File: src/rtl/instr_fetch_if.sv
// Bundles the instruction-memory read port, the execute-stage redirect and the
// downstream instruction handshake of the cpu19 fetch stage.
interface instr_fetch_if #(
    parameter int DATA_W = 19,
    parameter int ADDR_W = 19
) ();
    logic              imem_req;
    logic [ADDR_W-1:0] imem_addr;
    logic              imem_ack;
    logic [DATA_W-1:0] imem_rdata;

    logic              redirect_valid;
    logic [ADDR_W-1:0] redirect_pc;

    logic              instr_valid;
    logic              instr_ready;
    logic [DATA_W-1:0] instr;
    logic [ADDR_W-1:0] instr_pc;

    modport master (
        output imem_req,
        output imem_addr,
        input  imem_ack,
        input  imem_rdata,
        input  redirect_valid,
        input  redirect_pc,
        output instr_valid,
        input  instr_ready,
        output instr,
        output instr_pc
    );

    modport slave (
        input  imem_req,
        input  imem_addr,
        output imem_ack,
        output imem_rdata,
        output redirect_valid,
        output redirect_pc,
        input  instr_valid,
        output instr_ready,
        input  instr,
        input  instr_pc
    );
endinterface

File: src/rtl/instr_fetch.sv
// cpu19 instruction fetch: owns the PC, issues single-outstanding imem reads,
// buffers returned words and hands them downstream; redirects flush and drain.
module instr_fetch #(
    parameter int                 DATA_W   = 19,
    parameter int                 ADDR_W   = 19,
    parameter logic [ADDR_W-1:0]  RESET_PC = '0,
    parameter int                 DEPTH    = 2
) (
    input  logic           clk,
    input  logic           reset,
    instr_fetch_if.master  bus
);
    localparam int PTR_W = $clog2(DEPTH);
    localparam int CNT_W = $clog2(DEPTH + 1);
    localparam logic [CNT_W-1:0] DEPTH_C = CNT_W'(DEPTH);

    localparam logic [1:0] S_IDLE  = 2'd0;
    localparam logic [1:0] S_FETCH = 2'd1;
    localparam logic [1:0] S_DRAIN = 2'd2;

    logic [1:0]        state_q, state_d;
    logic [ADDR_W-1:0] fetch_pc_q, fetch_pc_d;
    logic [ADDR_W-1:0] drain_addr_q, drain_addr_d;
    logic [CNT_W-1:0]  count_q, count_d;
    logic [PTR_W-1:0]  head_q, head_d;
    logic [PTR_W-1:0]  tail_q, tail_d;
    logic [DATA_W-1:0] data_q [DEPTH];
    logic [DATA_W-1:0] data_d [DEPTH];
    logic [ADDR_W-1:0] pc_q   [DEPTH];
    logic [ADDR_W-1:0] pc_d   [DEPTH];

    logic req;
    logic push;
    logic pop;

    // Request depends only on registered state, so it cannot drop once raised
    // in FETCH: pops can only lower the count.
    assign req  = ((state_q == S_FETCH) && (count_q < DEPTH_C)) || (state_q == S_DRAIN);
    assign push = (state_q == S_FETCH) && req && bus.imem_ack;
    assign pop  = bus.instr_valid && bus.instr_ready;

    assign bus.imem_req    = req;
    assign bus.imem_addr   = (state_q == S_DRAIN) ? drain_addr_q : fetch_pc_q;
    assign bus.instr_valid = (count_q != '0);
    assign bus.instr       = data_q[head_q];
    assign bus.instr_pc    = pc_q[head_q];

    always_comb begin
        state_d      = state_q;
        fetch_pc_d   = fetch_pc_q;
        drain_addr_d = drain_addr_q;
        count_d      = count_q;
        head_d       = head_q;
        tail_d       = tail_q;
        data_d       = data_q;
        pc_d         = pc_q;

        if (bus.redirect_valid) begin
            count_d    = '0;
            head_d     = '0;
            tail_d     = '0;
            fetch_pc_d = bus.redirect_pc;
            if (state_q == S_DRAIN) begin
                state_d = bus.imem_ack ? S_FETCH : S_DRAIN;
            end else if (req && !bus.imem_ack) begin
                // Abandoned read must still complete at its original address.
                state_d      = S_DRAIN;
                drain_addr_d = fetch_pc_q;
            end else begin
                state_d = S_FETCH;
            end
        end else begin
            case (state_q)
                S_IDLE:  state_d = S_FETCH;
                S_FETCH: state_d = S_FETCH;
                S_DRAIN: state_d = bus.imem_ack ? S_FETCH : S_DRAIN;
                default: state_d = S_IDLE;
            endcase

            if (push) begin
                data_d[tail_q] = bus.imem_rdata;
                pc_d[tail_q]   = fetch_pc_q;
                tail_d         = tail_q + PTR_W'(1);
                fetch_pc_d     = fetch_pc_q + ADDR_W'(1);
            end
            if (pop) begin
                head_d = head_q + PTR_W'(1);
            end
            if (push && !pop) begin
                count_d = count_q + CNT_W'(1);
            end else if (!push && pop) begin
                count_d = count_q - CNT_W'(1);
            end
        end
    end

    always_ff @(posedge clk) begin
        if (reset) begin
            state_q      <= S_IDLE;
            fetch_pc_q   <= RESET_PC;
            drain_addr_q <= RESET_PC;
            count_q      <= '0;
            head_q       <= '0;
            tail_q       <= '0;
            for (int unsigned i = 0; i < DEPTH; i++) begin
                data_q[i] <= '0;
                pc_q[i]   <= '0;
            end
        end else begin
            state_q      <= state_d;
            fetch_pc_q   <= fetch_pc_d;
            drain_addr_q <= drain_addr_d;
            count_q      <= count_d;
            head_q       <= head_d;
            tail_q       <= tail_d;
            data_q       <= data_d;
            pc_q         <= pc_d;
        end
    end
endmodule

File: src/flat_wrapper.sv
// flat-port wrapper written by rule: the top's interface ports become plain ports
module instr_fetch_flat 
#(
    parameter int                 DATA_W   = 19,
    parameter int                 ADDR_W   = 19,
    parameter logic [ADDR_W-1:0]  RESET_PC = '0,
    parameter int                 DEPTH    = 2
)
  (clk, reset, bus_imem_req, bus_imem_addr, bus_imem_ack, bus_imem_rdata, bus_redirect_valid, bus_redirect_pc, bus_instr_valid, bus_instr_ready, bus_instr, bus_instr_pc);
  instr_fetch_if #(.DATA_W(DATA_W), .ADDR_W(ADDR_W)) bus_i ();
  input  logic clk;
  input  logic reset;
  output wire logic [$bits(bus_i.imem_req)-1:0] bus_imem_req;
  output wire logic [$bits(bus_i.imem_addr)-1:0] bus_imem_addr;
  input wire logic [$bits(bus_i.imem_ack)-1:0] bus_imem_ack;
  input wire logic [$bits(bus_i.imem_rdata)-1:0] bus_imem_rdata;
  input wire logic [$bits(bus_i.redirect_valid)-1:0] bus_redirect_valid;
  input wire logic [$bits(bus_i.redirect_pc)-1:0] bus_redirect_pc;
  output wire logic [$bits(bus_i.instr_valid)-1:0] bus_instr_valid;
  input wire logic [$bits(bus_i.instr_ready)-1:0] bus_instr_ready;
  output wire logic [$bits(bus_i.instr)-1:0] bus_instr;
  output wire logic [$bits(bus_i.instr_pc)-1:0] bus_instr_pc;
  assign bus_imem_req = bus_i.imem_req;
  assign bus_imem_addr = bus_i.imem_addr;
  assign bus_i.imem_ack = bus_imem_ack;
  assign bus_i.imem_rdata = bus_imem_rdata;
  assign bus_i.redirect_valid = bus_redirect_valid;
  assign bus_i.redirect_pc = bus_redirect_pc;
  assign bus_instr_valid = bus_i.instr_valid;
  assign bus_i.instr_ready = bus_instr_ready;
  assign bus_instr = bus_i.instr;
  assign bus_instr_pc = bus_i.instr_pc;
  instr_fetch #(.DATA_W(DATA_W), .ADDR_W(ADDR_W), .RESET_PC(RESET_PC), .DEPTH(DEPTH)) u_core (.clk(clk), .reset(reset), .bus(bus_i));
endmodule
File: config.mk
export PLATFORM = sky130hd
export DESIGN_NAME = instr_fetch_flat
export DESIGN_NICKNAME = d
export VERILOG_FILES = /design/src/rtl/instr_fetch_if.sv /design/src/rtl/instr_fetch.sv /design/src/flat_wrapper.sv
export SDC_FILE = /design/constraint.sdc
export NUM_CORES = 1
export LEC_CHECK = 0
export CORE_UTILIZATION = 35
export CTS_CLUSTER_DIAMETER = 120
export DETAILED_ROUTE_END_ITERATION = 6
export GPL_TIMING_DRIVEN = 0
export MAX_ROUTING_LAYER = met4
export PLACE_DENSITY_LB_ADDON = 0.05
export SLEW_MARGIN = 0
export SYNTH_ARGS = -nofsm -noshare
export SYNTH_HDL_FRONTEND = slang
export SYNTH_SLANG_ARGS = --single-unit
File: constraint.sdc
create_clock -name clk -period 2.4 [get_ports clk]
set_input_delay 0.6 -clock clk [delete_from_list [all_inputs] [get_ports clk]]
set_output_delay 0.6 -clock clk [all_outputs]
set_load 0.02 [all_outputs]
Yosys cells after proc, flatten, opt, wreduce, memory -nomap -nowiden
Index checks and enable logic that the tools add are counted.
{"block": "op_classes", "eq_ne": 2, "n_bitwise": 4, "n_addsub": 5, "n_mux": 20, "reduce_logical": 20, "order_cmp": 4}
{"operator": "2-to-1 mux 19 bit", "count": 10}
{"operator": "bitwise mux 38 bit", "count": 2}
{"operator": "adder 19 x 1 -> 19 bit (second input constant)", "count": 1}
{"operator": "demux 19 bit (select 1 bit)", "count": 1}
{"operator": "2-to-1 mux 2 bit", "count": 6}
{"operator": "logical AND 1 bit", "count": 8}
{"operator": "nonzero test 2 bit", "count": 3}
{"operator": ">= comparator 2 bit (second input constant)", "count": 2}
{"operator": "inverter 1 -> 2 bit", "count": 2}
{"operator": "one-hot mux 2 bit (2 select lines)", "count": 1}
{"operator": "OR reduction 2 bit", "count": 2}
{"operator": "logical NOT 1 bit", "count": 3}
{"operator": "AND reduction 3 bit", "count": 1}
{"operator": "adder 1 bit (second input constant)", "count": 2}
{"operator": "adder 2 x 1 -> 2 bit (second input constant)", "count": 1}
{"operator": "== test 2 x 1 -> 1 bit (second input constant)", "count": 1}
{"operator": "== test 2 bit (second input constant)", "count": 1}
{"operator": "logical NOT 2 bit", "count": 1}
{"operator": "less-than comparator 2 x 1 -> 1 bit (second input constant)", "count": 1}
{"operator": "less-than comparator 2 bit (second input constant)", "count": 1}
{"operator": "inverter 1 bit", "count": 2}
{"operator": "AND reduction 2 bit", "count": 1}
{"operator": "subtractor 2 x 1 -> 2 bit (second input constant)", "count": 1}
{"operator": "logical OR 1 bit", "count": 1}
{"block": "word_totals", "in_bits": 43, "out_inout_bits": 59, "ff_bits": 120, "elab_cells": 65}

Longest topological paths before layout
Gate-level depths: netlist of run 1.
{"block": "depth", "depth_word": 9, "ltp_mapped": 7, "mapped_depth_nobuf": 7}

Worst setup path after synthesis of run 1
No wires, ideal clock.
{"block": "synth_timing", "path_type": "input port to flip-flop", "from": "input port bus_imem_ack", "to": "register u_core.fetch_pc_q[15]", "required_ps": 2278, "path_stages": 4, "setup_slack_ps": 301, "setup_time_ps": 122, "n_path_buf": 0, "arrival_time_ps": 1977, "path_cell_list": "nand4bb_4 -> nor4_1 -> mux2_2 -> a311o_1"}
{"block": "synth_via", "elab_chain_len": 2}
{"element": "start: declaration", "line": "flat_wrapper.sv:15", "source": "input wire logic [$bits(bus_i.imem_ack)-1:0] bus_imem_ack;"}
{"element": "logical AND 1 bit", "line": "instr_fetch.sv:39", "source": "assign push = (state_q == S_FETCH) && req && bus.imem_ack;"}
{"element": "nonzero test 2 bit (no line)"}
{"element": "end signal: assignment", "line": "instr_fetch.sv:111", "source": "fetch_pc_q <= fetch_pc_d;"}
{"element": "end: declaration", "line": "instr_fetch.sv:22", "source": "logic [ADDR_W-1:0] fetch_pc_q, fetch_pc_d;"}
Every way passes these cells.
A chain may end at the register's enable or synchronous reset.

Worst setup path in the final report of run 1
{"block": "layout_timing", "from": "register u_core.state_q[1]", "to": "output port bus_imem_addr[5]"}
{"block": "layout_via", "elab_chain_len": 2}
{"element": "start: declaration", "line": "instr_fetch.sv:21", "source": "logic [1:0] state_q, state_d;"}
{"element": "start signal: assignment", "line": "instr_fetch.sv:110", "source": "state_q <= state_d;"}
{"element": "== test 2 bit", "line": "instr_fetch.sv:43", "source": "assign bus.imem_addr = (state_q == S_DRAIN) ? drain_addr_q : fetch_pc_q;"}
{"element": "2-to-1 mux 19 bit", "line": "instr_fetch.sv:43"}
{"element": "end: declaration", "line": "flat_wrapper.sv:14", "source": "output wire logic [$bits(bus_i.imem_addr)-1:0] bus_imem_addr;"}
Every way passes these cells.

==> flow_summary_export.csv, run 1 <==
group,metric,value,unit
status,status,"finished clean",
yosys,ys_async_sr_fraction,0,
sta,drv_slew,0,
global_routing,grt_usage,0.2262,
placed_design,portBuffers,101,
global_routing,grt_max_degree,17,
layout,multi_input_area,2804,µm²
yosys,seq_area_frac_synth,0.4435,
route,drc_errors,0,
sta,hold_violations,0,
job,cap_violations,0,
route,vias,5116,
layout,fillCellCount,1476,
floorplanning,die_h,126.4,µm
placed_design,dp_slack,-0.7357,ns
global_routing,grt-ovfl-total,0,
hold_path,holdPathEnd,"u_core.pc_q[3]",
sta,slew_headroom,0.5614,
setup_path,end_kind,"primary output",
global_routing,grt_pass1_vias,5034,
sta,worst_slack,0.01737,ns
power_and_ir_drop,power_density,691.2,nW/µm²
sta,holdWs,0.4496,ns
layout,fin_util,0.4777,
sta,worstMarginPinSlew,0.6580,ns
hold_path,whs_path_depth,2,
cts,cts_root_buf,"clkbuf_16",
floorplanning,core_area,15150,µm²
route,via_per_inst,5.173,
route,firstDrtPassIters,5,
yosys,synthFlopType,"dfxtp_1",
layout,nets,835,
hold_path,hp-class,"flip-flop to flip-flop",
power_and_ir_drop,power,5.001,mW
sta,setup_viol,0,
floorplanning,die_area,15980,µm²
setup_path,r2r_end,"u_core.fetch_pc_q[15]",
yosys,synth_cells,670,
setup_path,timing.rr.start,"u_core.fetch_pc_q[1]",
setup_path,ff2ff_path_depth,5,
placed_design,dp_hpwl,11.35,mm
layout,syn_to_final_growth,33.59,%
yosys,synth-edff-count,0,
yosys,syn_nets,715,
floorplanning,fp.dieW,126.4,µm
floorplanning,fp-row-count,45,
yosys,synth.distinct_cells,42,
layout,n_antenna_cell,0,
cts,clockBufferDepth,2,
floorplanning,io_pins,102,
global_routing,grt_pass1_wl,26.78,mm
sta,rsz0062_at_grt,"yes",
placed_design,place_congestion,0.7763,
yosys,ys_ff_latch,120,
sta,fin_crit_sh,0.9928,
sta,fin_crit,2.383,ns
cts,cts_hold_buf,0,
route,finalWirelength,16.75,mm
yosys,avgSynthCellArea,8.084,µm²
setup_path,start_kind,"flip-flop",
cts,path_clk_slew,0.05,ns
cts,clkLatencyLatePin,0.42,ns
cts,ctsHtreeMaxLevel,4,
setup_path,cp_max_fo,6,
route,ant_nets,0,
route,avgRoutedWirePerCell,16.94,µm
setup_path,r2r_setup_slack,0.15,ns
sta,max_freq,0.4197,GHz
sta,skew,0.01489,ns
hold_path,worstHoldStart,"u_core.pc_q[3]",
setup_path,criticalPathCategory,"flip-flop to primary output",
global_routing,antenna_found_initial,0,
cts,numCtsBuffers,17,
cts,cts_tree,"done",
layout,drive_above_1_share,0.1773,
setup_path,cp.arrival,1.78,ns
route,drt-initial-drc-count,292,
power_and_ir_drop,irDropWorstVdd,0.5154,mV
power_and_ir_drop,p_leak,2.743,nW
cts,cts.sinks,120,
yosys,synth_area,5416,µm²
layout,regArea,2412,µm²
setup_path,cp.required,1.80,ns
yosys,yosys_warnings,0,
floorplanning,initial_utilization,0.3576,
[cells by family (layout without fill, tap and decap cells)]
logic type | count (synthesis) | in the layout | share of synthesized area
xor gates and xnor gates | 13 | 13 | 0.02102
and+or+nand+nor | 283 | 283 | 0.2294
buffers and inverters | 65 | 196 | 0.04689
muxes | 60 | 60 | 0.1238
adders and majority gates | 2 | 2 | 0.004619
AOI/OAI and AO/OA | 127 | 127 | 0.1307
DFF | 120 | 120 | 0.4435
[layer usage]
metal	GRT usage	up-vias	part of all wire
li1	-	2512	-
met1	0.2947	2417	0.48
met2	0.3458	163	0.46
met3	0.04344	24	0.041
met4	0.08788	0	0.016
met5	-	-	0
[synthesized netlist by cell type, types with 2 or more instances]
cell,number,share of area
o211ai_1,4,0.0055
inv_1,5,0.0035
a311oi_1,2,0.0032
mux2i_1,4,0.0074
nand4_1,5,0.0058
a21oi_1,97,0.090
nand2_1,208,0.14
a2111oi_0,2,0.0032
nor4_1,8,0.0092
nand2b_1,3,0.0035
mux2_2,56,0.12
nor2b_1,4,0.0046
clkbuf_1,44,0.030
nand3_1,8,0.0074
o31ai_1,2,0.0028
or2_2,2,0.0023
dfxtp_1,120,0.44
buf_1,9,0.0062
buf_2,4,0.0037
or3_1,5,0.0058
ha_1,2,0.0046
nor3_1,16,0.015
o21ai_0,6,0.0055
xor2_1,5,0.0081
and3_1,5,0.0058
nor2_1,13,0.0090
a211oi_1,9,0.012
xnor2_1,8,0.013
[per-stage QoR]
stage,setup TNS [ns],cells,instance area (µm²)
after global routing,-0.01324,989,7236
after floorplan,0,670,5416
after global placement,-41.32,959,6663
final,0,989,7236
after CTS,0,989,7226
after detailed placement,-44.23,959,6663
[timing repair]
item / 4_1_cts / 5_1_grt
cloned: 1 / 0
setup endpoints to repair: 99 / 65
resized for setup: 130 / 38
pin swaps: 0 / 0
setup buffers: 1 / 0
[report_power, final]
part	leakage [nW]	switching (mW)	internal, mW	total [mW]
registers	0.976	0.0488	2.05	2.10
clock network	0.272	0.846	1.50	2.34
logic	1.50	0.328	0.233	0.561
[worst max path at each step]
stage,cells past startpoint,start,to
6_report,5,u_core.state_q[1],bus_imem_addr[5]
5_1_grt,5,u_core.state_q[1],bus_imem_addr[18]
4_1_cts,4,u_core.head_q,bus_instr_pc[1]
3_5_place_dp,5,bus_imem_ack,u_core.fetch_pc_q[15]
3_3_place_gp,5,bus_imem_ack,u_core.fetch_pc_q[15]
2_1_floorplan,4,bus_imem_ack,u_core.fetch_pc_q[15]
[flip-flops by register name (all words and copies together), names as in the netlist]
name	count
u_core.pc_q	38
u_core.head_q	1
u_core.state_q	2
u_core.tail_q	1
u_core.drain_addr_q	19
u_core.fetch_pc_q	19
u_core.count_q	2
u_core.data_q	38
[placed cells by master, fill, tap and decap left out, types with 11 or more instances in the layout]
master           instances
clkbuf_16               17
nand2_1                208
nor3_1                  16
mux2_2                  56
dfxtp_1                116
dlygate4sd2_1           34
nor2_1                  13
clkbuf_2                18
clkbuf_8                11
a21oi_1                 97
buf_2                   16
clkdlybuf4s50_1         42
clkbuf_1                33
[worst max-delay path, stage by stage (launching register included)]
cell and delay [ns]:
dfxtp_4 0.38, nor2b_4 0.18, buf_4 0.15, clkbuf_8 0.16
mux2_2 0.34, buf_2 0.16
[final cells by class]
type	instances	area share
inverter	6	0.003631
buffer	57	0.04237
tap	188	0.03251
sequential	120	0.3334
clock buffer	28	0.07418
timing repair buffer	103	0.1250
multi-input combinational	485	0.3875
clock inverter	2	0.001383
Power figures use the tool's default switching activity.
==> inputs of run 2 (changes only) <==
- SETUP_SLACK_MARGIN: default -> 0.5
- clock period: 2.4 -> 2.7 ns (I/O delays scaled with it)
==> run 2 against run 1 <==
Net effect:
- clock power down 11%
- worst hold slack about the same
- global-route usage up 0.18 points
- final area up 5.1%
- routed wire length up 2.4%
- sequential power down 11%
- critical endpoint is now bus_imem_addr[13]
- largest power group unchanged
==> flow_summary_export.csv, run 2 (synthesis results as in run 1) <==
group,metric,value,unit
status,status,"finished clean",
sta,max_freq,0.4308,GHz
power_and_ir_drop,p_leak,2.848,nW
power_and_ir_drop,irDropWorstVdd,0.4602,mV
job,cap_violations,0,
route,firstDrtPassIters,6,
setup_path,cp_max_fo,8,
sta,hold_violations,0,
layout,final_cell_mix,"207 x nand2_1, 117 x dfxtp_1, 97 x a21oi_1",
cts,cts_root_buf,"clkbuf_16",
cts,clockBufferDepth,2,
route,finalWirelength,17.15,mm
power_and_ir_drop,power,4.521,mW
setup_path,cp_top_family,"flip-flops",
setup_path,cp_num_buf_inv,2,
global_routing,grt_pass1_wl,27.04,mm
global_routing,grt_max_degree,17,
global_routing,grt_pass1_vias,5071,
cts,numCtsBuffers,17,
route,drc_errors,0,
power_and_ir_drop,power_density,594.4,nW/µm²
placed_design,dp_slack,-0.5107,ns
floorplanning,fp.dieW,126.4,µm
layout,layout_commonest_cell,"nand2_1",
floorplanning,core_area,15150,µm²
floorplanning,fp-row-count,45,
setup_path,crit_chain,"nor2b_4 -> buf_8 -> mux2_4 -> buf_6",
sta,worst_slack,0.3786,ns
setup_path,cp.arrival,1.65,ns
setup_path,criticalPathCategory,"flip-flop to primary output",
route,vias,5160,
sta,rsz0062_at_grt,"yes",
sta,skew,0.01009,ns
setup_path,end_kind,"primary output",
floorplanning,die_area,15980,µm²
cts,cts_hold_buf,0,
sta,fin_crit_sh,0.8598,
sta,slew_headroom,0.5850,
cts,ctsHtreeMaxLevel,4,
sta,holdWs,0.4492,ns
route,via_per_inst,5.176,
placed_design,dp_hpwl,11.35,mm
floorplanning,initial_utilization,0.3576,
route,avgRoutedWirePerCell,17.20,µm
global_routing,grt_usage,0.2279,
layout,n_antenna_cell,0,
floorplanning,die_h,126.4,µm
route,drt-initial-drc-count,386,
layout,syn_to_final_growth,40.45,%
setup_path,cp.required,2.03,ns
layout,stdcell_area,7607,µm²
cts,clkLatencyLatePin,0.42,ns
setup_path,start_kind,"flip-flop",
setup_path,crit_slowest_cell,"dfxtp_4",
cts,path_clk_slew,0.05,ns
route,ant_nets,0,
cts,cts.sinks,120,
cts,cts_tree,"done",
floorplanning,io_pins,102,
sta,worstMarginPinSlew,0.6226,ns
layout,top_regs,"u_core.data_q: 38 flops, u_core.pc_q: 38 flops",
sta,setup_viol,0,
sta,fin_crit,2.321,ns
global_routing,antenna_found_initial,0,
placed_design,place_congestion,0.7763,
layout,nets,843,
global_routing,grt-ovfl-total,0,
setup_path,max_stage_delay,0.35,ns
sta,drv_slew,0,
hold_path,hp-class,"flip-flop to flip-flop",
placed_design,post_dp_cell_area,6663,µm²
layout,drive_above_1_share,0.2485,
placed_design,portBuffers,101,
sta,finalSetupTns,0,ns
-- run 2: cell types whose count changed in the layout (fill, tap and decap cells not counted), moves of 3 or more --
| cell | change |
|---|---|
| clkbuf_8 | -4 |
| clkbuf_4 | +4 |
| clkbuf_2 | +4 |
| mux2_4 | +36 |
| clkbuf_1 | -5 |
| buf_12 | +3 |
| o21ai_0 | -3 |
| clkdlybuf4s15_1 | -6 |
| dlygate4sd2_1 | -32 |
| mux2_2 | -36 |
| buf_6 | +39 |
-- run 2: area by class of cell --
class	count	area (µm²)
plain buffers	59	352.8
clock buffers	28	536.8
clock inverters	2	10.01
fillers	1451	7538
inverters	6	23.77
multi-input cells	485	2977
flip-flops and latches	120	2414
well taps	188	235.2
repair buffers	109	1059
-- run 2: worst min-delay path: stages, from the launching register on --
cell and delay (ns):
dfxtp_1 0.30, nand2_1 0.05, a21oi_1 0.05
-- run 2: worst paths after layout --
kind	start	endpoint	slack, ns	cells after the start
max reg2reg	u_core.state_q[1]	u_core.fetch_pc_q[11]	0.54	7
max	u_core.state_q[1]	bus_imem_addr[13]	0.38	4
min	u_core.pc_q[3]	u_core.pc_q[3]	0.45	2
min reg2reg	u_core.pc_q[3]	u_core.pc_q[3]	0.45	2
-- run 2: per-layer routing --
metal / vias up / wire (µm) / GRT usage
met5: - / 0 / -
met4: 0 / 300 / 0.08859
met3: 28 / 839 / 0.04639
met2: 153 / 7966 / 0.3474
met1: 2451 / 8044 / 0.2963
li1: 2528 / - / -
-- run 2: report_power, final --
group	switching (mW)	internal, mW
clock network	0.757	1.33
logic	0.314	0.261
registers	0.0387	1.82
total	1.11	3.41
-- run 2: stage by stage --
stage,util,cells
after global placement,0.4399,959
after CTS,0.4913,996
after global routing,0.5023,997
after detailed placement,0.4399,959
after floorplan,-,670
final,0.5023,997
-- run 2: what timing repair did --
action                                  CTS  global route
gates resized for setup                 317           112
endpoints found under the setup margin  139           107
gates cloned                              1             1
buffers inserted                          6             0
pin swaps                                 1             4
==> inputs of run 3 (changes only) <==
- CORE_UTILIZATION: 35 -> 50
- MAX_ROUTING_LAYER: met4 -> default
==> run 3 against run 2 <==
Net effect:
- combinational power rose by 6.3%
- clock power is 13% higher
- largest cell class unchanged
- critical endpoint is now bus_imem_addr[18]
- sequential power is essentially flat
==> flow_summary_export.csv, run 3 (synthesis results as in run 1) <==
group,metric,value,unit
power_and_ir_drop,power_density,603.3,nW/µm²
cts,numCtsBuffers,17,
power_and_ir_drop,power,4.837,mW
layout,fin_cells,965,
layout,stdcell_area,8019,µm²
floorplanning,fp.dieW,106.1,µm
global_routing,use_met1,0.3860,
global_routing,grt.met3_usage,0.07541,
power_and_ir_drop,irDropWorstVdd,0.3686,mV
sta,fin_crit_sh,0.9159,
floorplanning,io_pins,102,
route,finalWirelength,17.46,mm
sta,rsz0062_at_grt,"yes",
global_routing,grt_max_degree,17,
route,drc_errors,0,
cts,ctsHtreeMaxLevel,4,
sta,max_freq,0.4044,GHz
sta,slew_headroom,0.5712,
route,vias,5532,
cts,path_clk_slew,0.06,ns
layout,nets,861,
sta,fin_crit,2.473,ns
cts,cts.sinks,120,
route,ant_nets,0,
floorplanning,fp-row-count,37,
floorplanning,core_area,10420,µm²
global_routing,grt-ovfl-total,0,
global_routing,grt_pass1_wl,26.47,mm
floorplanning,die_area,11250,µm²
sta,hold_violations,0,
route,avgRoutedWirePerCell,18.10,µm
global_routing,busiest_layer,"met2",
global_routing,grt_usage,0.3052,
global_routing,use_met2,0.4939,
placed_design,placed_cells,907,
global_routing,grt_pass1_vias,5243,
cts,cts_tree,"done",
placed_design,post_dp_cell_area,6598,µm²
floorplanning,die_h,106.1,µm
route,firstDrtPassIters,5,
power_and_ir_drop,p_leak,3.036,nW
status,status,"finished clean",
layout,layout_commonest_cell,"nand2_1",
layout,top_regs,"u_core.data_q: 38 flops, u_core.pc_q: 38 flops",
setup_path,cp_max_fo,5,
layout,drive_above_1_share,0.2678,
placed_design,place_congestion,0.8584,
setup_path,end_kind,"primary output",
layout,syn_to_final_growth,48.05,%
cts,clockBufferDepth,2,
setup_path,cp.required,2.03,ns
layout,n_antenna_cell,0,
floorplanning,initial_utilization,0.5200,
sta,drv_slew,0,
sta,skew,0.007350,ns
layout,final_cell_mix,"206 x nand2_1, 117 x dfxtp_1, 97 x a21oi_1",
cts,cts_root_buf,"clkbuf_8",
placed_design,portBuffers,101,
route,via_per_inst,5.733,
setup_path,criticalPathCategory,"flip-flop to primary output",
cts,cts_hold_buf,0,
global_routing,antenna_found_initial,0,
cts,clkLatencyLatePin,0.53,ns
sta,worstMarginPinSlew,0.6432,ns
hold_path,hp-class,"flip-flop to flip-flop",
job,cap_violations,0,
setup_path,cp.arrival,1.80,ns
route,drt-initial-drc-count,316,
placed_design,dp_hpwl,10.59,mm
setup_path,start_kind,"flip-flop",
sta,setup_viol,0,
-- run 3: worst max-delay path, stage by stage (launching register included) --
cell and delay, ns:
dfxtp_2 0.35, nor2b_4 0.19, buf_6 0.14, clkbuf_16 0.15
mux2_4 0.32, buf_6 0.13
-- run 3: final timing paths --
| path | from | endpoint | slack [ns] | depth (start not counted) |
|---|---|---|---|---|
| max | u_core.state_q[1] | bus_imem_addr[18] | 0.23 | 5 |
| min | u_core.pc_q[14] | u_core.pc_q[14] | 0.46 | 2 |
| max reg2reg | u_core.fetch_pc_q[1] | u_core.fetch_pc_q[15] | 0.58 | 5 |
| min reg2reg | u_core.pc_q[14] | u_core.pc_q[14] | 0.46 | 2 |
-- run 3: repair_timing --
action,CTS,global route
gates cloned,3,3
resized for setup,351,144
hold endpoints to repair,0,0
pin swaps,2,0
buffers inserted,11,9
setup endpoints to repair,110,89
-- run 3: metrics by stage --
stage	setup TNS [ns]	hold WS, ns	util	worst slack, ns
floorplan	0	0.4329	-	0.5261
global placement	-9.762	0.4380	0.6334	-0.4112
detailed placement	-13.18	0.4451	0.6334	-0.4788
CTS	0	0.4551	0.7152	0.2562
global route	0	0.4665	0.7699	0.1775
finish	0	0.4557	0.7699	0.2271
-- run 3: cell type report --
cell class	count	area, µm²
Buffer	59	371.6
Clock buffer	18	417.9
Clock inverter	14	198.9
Fill cell	725	2397
Inverter	6	22.52
Multi-Input combinational cell	485	3037
Sequential cell	120	2411
Tap cell	136	170.2
Timing Repair Buffer	127	1390
-- run 3: per-layer routing --
layer / part of all wire / routed length, µm
met5: 0 / 0
met4: 0.030 / 520
met3: 0.069 / 1205
met2: 0.48 / 8405
met1: 0.42 / 7332
-- run 3: power breakdown --
part	internal [mW]	switching (mW)	total (mW)	leakage, nW
logic	0.287	0.323	0.611	1.76
clock network	1.51	0.859	2.37	0.300
registers	1.82	0.0410	1.86	0.975
total	3.61	1.22	4.84	3.04
